===== src/rtl/hdmi_frame_timing_pkg.sv =====
// Shared HDMI definitions: TMDS control-token words, their sync decode and the
// frame-timing state encodings.
package hdmi_frame_timing_pkg;

    localparam logic [9:0] TMDS_CTRL_00 = 10'h354;  // {vsync,hsync} = 00
    localparam logic [9:0] TMDS_CTRL_01 = 10'h0ab;  // {vsync,hsync} = 01
    localparam logic [9:0] TMDS_CTRL_10 = 10'h154;  // {vsync,hsync} = 10
    localparam logic [9:0] TMDS_CTRL_11 = 10'h2ab;  // {vsync,hsync} = 11

    typedef enum logic [1:0] {
        SEARCH  = 2'd0,
        MEASURE = 2'd1,
        TRACK   = 2'd2
    } state_t;

    typedef struct packed {
        logic valid;
        logic vsync;
        logic hsync;
    } ctrl_t;

    function automatic ctrl_t decode_ctrl(input logic [9:0] word);
        ctrl_t c;
        c = '0;
        case (word)
            TMDS_CTRL_00: c = '{valid: 1'b1, vsync: 1'b0, hsync: 1'b0};
            TMDS_CTRL_01: c = '{valid: 1'b1, vsync: 1'b0, hsync: 1'b1};
            TMDS_CTRL_10: c = '{valid: 1'b1, vsync: 1'b1, hsync: 1'b0};
            TMDS_CTRL_11: c = '{valid: 1'b1, vsync: 1'b1, hsync: 1'b1};
            default:      c = '0;
        endcase
        return c;
    endfunction

endpackage


===== src/rtl/hdmi_frame_timing_tmdstoken.sv =====
// TMDS control-token decoder: registers {vsync,hsync} from the four control
// tokens and holds them across pixel data.
module tmdstoken
    import hdmi_frame_timing_pkg::*;
(
    input  logic       i_clk,
    input  logic       i_reset,
    input  logic [9:0] i_word,
    output logic       o_hsync,
    output logic       o_vsync
);

    ctrl_t ctrl;

    assign ctrl = decode_ctrl(i_word);

    // NOTE: the hold on non-token words lives in a clocked block with <=, so it
    // is a flop enable, not a latch.
    always_ff @(posedge i_clk) begin
        if (i_reset) begin
            o_hsync <= 1'b0;
            o_vsync <= 1'b0;
        end else if (ctrl.valid) begin
            o_hsync <= ctrl.hsync;
            o_vsync <= ctrl.vsync;
        end
    end

endmodule


===== src/rtl/hdmi_frame_timing.sv =====
// Measures HDMI frame/line timing from the blue TMDS channel and reports
// clocks per frame, clocks per line and lines per frame, with a lock flag.
module hdmi_frame_timing
    import hdmi_frame_timing_pkg::*;
#(
    parameter int CLKBITS  = 30,
    parameter int LINEBITS = 16
) (
    input  logic                i_clk,
    input  logic                i_reset,
    input  logic [9:0]          i_hdmi_b,
    output logic [CLKBITS-1:0]  o_frame_clks,
    output logic [LINEBITS-1:0] o_line_clks,
    output logic [LINEBITS-1:0] o_lines,
    output logic                o_stb,
    output logic                o_locked
);

    logic                hsync, vsync;
    logic                last_hsync, last_vsync;
    logic                line_edge, frame_edge;
    logic                frame_sat, line_sat;
    logic [CLKBITS-1:0]  frame_count;
    logic [LINEBITS-1:0] line_count;
    logic [LINEBITS-1:0] line_tally;
    state_t              state;

    tmdstoken u_tmdstoken (
        .i_clk   (i_clk),
        .i_reset (i_reset),
        .i_word  (i_hdmi_b),
        .o_hsync (hsync),
        .o_vsync (vsync)
    );

    assign line_edge  = hsync && !last_hsync;
    assign frame_edge = vsync && !last_vsync;
    assign frame_sat  = &frame_count;
    assign line_sat   = &line_count;

    always_ff @(posedge i_clk) begin
        if (i_reset) begin
            last_hsync <= 1'b0;
            last_vsync <= 1'b0;
        end else begin
            last_hsync <= hsync;
            last_vsync <= vsync;
        end
    end

    // Counters hold the elapsed clocks minus one at the moment the next edge arrives.
    always_ff @(posedge i_clk) begin
        if (i_reset) begin
            frame_count <= '0;
            line_count  <= '0;
            line_tally  <= '0;
        end else begin
            if (frame_edge)
                frame_count <= '0;
            else if (!frame_sat)
                frame_count <= frame_count + 1'b1;

            if (line_edge)
                line_count <= '0;
            else if (!line_sat)
                line_count <= line_count + 1'b1;

            // A line starting on the frame boundary belongs to the new frame.
            if (frame_edge)
                line_tally <= line_edge ? LINEBITS'(1) : '0;
            else if (line_edge && !(&line_tally))
                line_tally <= line_tally + 1'b1;
        end
    end

    always_ff @(posedge i_clk) begin
        if (i_reset)
            o_line_clks <= '0;
        else if (line_edge && !line_sat)
            o_line_clks <= line_count;
    end

    always_ff @(posedge i_clk) begin
        if (i_reset) begin
            state        <= SEARCH;
            o_frame_clks <= '0;
            o_lines      <= '0;
            o_stb        <= 1'b0;
            o_locked     <= 1'b0;
        end else begin
            o_stb <= 1'b0;
            case (state)
                SEARCH: begin
                    o_locked <= 1'b0;
                    if (frame_edge)
                        state <= MEASURE;
                end
                MEASURE, TRACK: begin
                    if (frame_sat) begin
                        state    <= SEARCH;
                        o_locked <= 1'b0;
                    end else if (frame_edge) begin
                        state        <= TRACK;
                        o_frame_clks <= frame_count;
                        o_lines      <= line_tally;
                        o_stb        <= 1'b1;
                        o_locked     <= (state == TRACK) && (frame_count == o_frame_clks);
                    end
                end
                default: begin
                    state    <= SEARCH;
                    o_locked <= 1'b0;
                end
            endcase
        end
    end

endmodule


===== config.mk =====
export PLATFORM = sky130hd
export DESIGN_NAME = hdmi_frame_timing
export DESIGN_NICKNAME = d
export VERILOG_FILES = /design/src/rtl/hdmi_frame_timing_pkg.sv /design/src/rtl/hdmi_frame_timing_tmdstoken.sv /design/src/rtl/hdmi_frame_timing.sv
export SDC_FILE = /design/constraint.sdc
export NUM_CORES = 1
export LEC_CHECK = 0
export BUFFER_PORTS_ARGS = -buffer_cell sky130_fd_sc_hd__buf_2
export CAP_MARGIN = 20
export CORE_UTILIZATION = 58
export DETAILED_ROUTE_END_ITERATION = 8
export GPL_TIMING_DRIVEN = 1
export PLACE_DENSITY = 0.8
export REMOVE_ABC_BUFFERS = 1
export SYNTH_ARGS = -nofsm -noshare
export SYNTH_HDL_FRONTEND = slang
export SYNTH_HIERARCHICAL = 1
export SYNTH_SLANG_ARGS = --single-unit
export TNS_END_PERCENT = 1

===== constraint.sdc =====
create_clock -name i_clk -period 2.6 [get_ports i_clk]
set_input_delay 0.39 -clock i_clk [delete_from_list [all_inputs] [get_ports i_clk]]
set_output_delay 0.39 -clock i_clk [all_outputs]
set_load 0.03 [all_outputs]

==> impl_metrics.tcl <==
set metrics [dict create \
    status "finished clean" \
    nets 768 \
    drv_slew 0 \
    post-place-cells 866 \
    cts-buffers-inserted 17 \
    critPathLaunchType "flop" \
    peakVddDrop_v 0.000464 \
    clock_latency_ns 0.53 \
    crit_family "simple AND/OR/NAND/NOR gates" \
    slowest_stage "dfxtp_1" \
    initial_core_util_pct 60.1 \
    grt_antenna_before_repair 0 \
    final_cell_mix "132 x dfxtp_1, 100 x nor2_1, 75 x buf_2" \
    critical_path.max_stage_delay_ns 0.38 \
    die_x_um 106 \
    path_buf_inv 1 \
    rr_startpoint "frame_count[0]$_SDFFE_PP0N_" \
    grt_overflow 0 \
    clkSinkCount 132 \
    yosysSeqAreaShare_pct 42.4 \
    worstPathMaxFanout 18 \
    arrival_ns 2.65 \
    via_per_inst 5.91 \
    vias 5296 \
    reg2reg_depth 7 \
    syn_to_final_growth_pct 15.6 \
    worstPathCellList "ha_1, and4_1, and4_4, a21oi_4, buf_4, mux2i_1, nor2_1" \
    hold_path_depth 4 \
    hold_end "u_tmdstoken/o_hsync$_SDFFE_PP0P_" \
    setup_slack_ns 0.365 \
    grt_max_degree 42 \
    htreeDepth 4 \
    port_buffers 75 \
    clk_path_buf_depth 2 \
    clk_pin_slew_ns 0.06 \
    synthAdderAreaFrac_pct 1.21 \
    hold_violations 0 \
    grt_pass1_wl_um 24000 \
    die_h_um 106 \
    post_cts_buffers 0 \
    ys_types 67 \
    layout-drive-gt1-share_pct 19.2 \
    yosysTopAreaCell "dfxtp_1" \
    synth_compound_area_share_pct 10.8 \
    crit_type "reg -> reg" \
    wl_per_cell_um 16.3 \
    fin_crit_ns 2.23 \
    cts_tree "built" \
    avgSynthCellArea_um2 9.09 \
    synth_top_family_by_area "simple AND/OR/NAND/NOR gates" \
    std_cell_rows 37 \
    hold_path_class "in -> reg" \
    async_reset_ff_share_pct 0 \
    maxCapViolCount 0 \
    synth_area_leaders "dfxtp_1 42%, mux2i_1 7.9%, xnor2_1 6.2%, nor2_1 6.0%, a21oi_1 3.5%" \
    layoutNonFillerInstCount 896 \
    cts_root_buf "clkbuf_8" \
    synthCells 685 \
    grt_pass1_vias 5056 \
    cts_hold_buf 0 \
    synth_top_area_share_pct 42.4 \
    power_density_nw_per_um2 609 \
    fmax_mhz 447 \
    synth_seq_cells 132 \
    setup_tns_ns 0 \
    synthMuxAreaShare_pct 7.87 \
    p_leak_nw 2.67 \
    skew_ns 0.00398 \
    detail_route.iter0.violations 309 \
    cp-end-kind "flop" \
    dp_hpwl_um 9940 \
    hp-start "i_hdmi_b[6]" \
    routabilityCongestion 0.894 \
    diodes 0 \
    finalSetupViolations 0 \
    synth_area_um2 6230 \
    ioPinCount 76 \
    ys_warn_count 6 \
    r2r-end "o_frame_clks[0]$_SDFFE_PP0P_" \
    rsz0062_at_grt "no" \
    finalPower_mw 4.38 \
    cts_resized 0 \
    drc 0 \
    routed_wl_um 14600 \
    synth-edff-count 0 \
    grt_util_all_layers_pct 27.1 \
    maxSlewHeadroom_pct 48.0 \
    synth_simple_gate_area_share_pct 23.6 \
    ant_nets 0 \
    first_pass_iters 5 \
    crit_required_ns 3.02 \
    holdWs_ns 0.173 \
    post-route-period-util_pct 86.0 \
    synthFlopType "dfxtp_1" \
    post-place-ws_ns 0.424 \
    die_area_um2 11200 \
    final_common_cell "dfxtp_1" \
    synthXorXnorAreaFrac_pct 9.28 \
    worst_slew_pin_slew_ns 0.779 \
    r2r_slack_ns 0.37 \
    core_um2 10400 \
]
how the worst max path moves through the flow:
stage / start / to / slack (ns) / cells past startpoint
2_1_floorplan: frame_count[0]$_SDFFE_PP0N_ / o_frame_clks[0]$_SDFFE_PP0P_ / -2.24 / 6
3_3_place_gp: line_count[8]$_SDFFE_PP0N_ / o_line_clks[13]$_SDFFE_PP0P_ / 0.51 / 5
3_5_place_dp: line_count[9]$_SDFFE_PP0N_ / o_line_clks[7]$_SDFFE_PP0P_ / 0.42 / 5
4_1_cts: line_count[9]$_SDFFE_PP0N_ / o_line_clks[7]$_SDFFE_PP0P_ / 0.39 / 5
5_1_grt: frame_count[0]$_SDFFE_PP0N_ / frame_count[9]$_SDFFE_PP0N_ / 0.25 / 6
6_report: frame_count[0]$_SDFFE_PP0N_ / o_frame_clks[0]$_SDFFE_PP0P_ / 0.37 / 7
logic make-up after synthesis:
| logic type | count (synthesis) |
|---|---|
| DFF | 132 |
| adders and majority gates | 6 |
| and+or+nand+nor | 280 |
| muxes | 49 |
| xor gates and xnor gates | 66 |
| AOI/OAI and AO/OA | 101 |
| buffers and inverters | 51 |
cell type report:
class | instances | area (um2)
clock inverter | 3 | 42.5
fill | 832 | 3170
inverter | 7 | 26.3
multi-input combinational | 502 | 3300
tap | 136 | 170
timing repair buffer | 90 | 500
sequential | 132 | 2640
clock buffer | 26 | 518
where the power goes:
group	switching, mW	internal [mW]
combinational	0.0672	0.0331
sequential	0.0126	2.03
clock	0.811	1.43
cell usage after synthesis, types with 7 or more instances:
library cell and number:
clkbuf_1 21, and4_1 8, a211oi_1 8, nor3_1 12, and3_1 7, dfxtp_1 132
xnor2_1 44, a21oi_1 43, buf_6 12, nand4_1 23, o21ai_0 12, nand3_1 21
inv_1 7, nand2_1 51, mux2i_1 49, xor2_1 22, or3_1 7, nor2_1 100
routing by layer:
metal	vias to the layer above	track usage [%]	share of wire (%)
met3	50	5.38	5.0
met1	2508	33.3	43
li1	2558	-	-
met4	0	15.3	3.8
met2	180	44.2	48
met5	-	0	0
metrics by stage:
stage          util (%)  cell area (um2)
4_1_cts            69.4             7190
6_report           69.4             7200
3_3_place_gp       63.9             6630
2_1_floorplan         -             5960
3_5_place_dp       63.9             6630
5_1_grt            69.4             7200
sequential cells by signal (all words and copies together) (netlist names):
name,count
last_vsync,1
state,2
u_tmdstoken/o_hsync,1
frame_count,30
o_locked,1
o_lines,16
o_stb,1
line_tally,16
o_frame_clks,30
u_tmdstoken/o_vsync,1
last_hsync,1
o_line_clks,16
line_count,16
worst min-delay path: stages:
cell     delay [ns]
buf_2          0.09
nor2b_1        0.06
nand3_1        0.06
a21oi_1        0.06
Power figures use the tool's default switching activity.
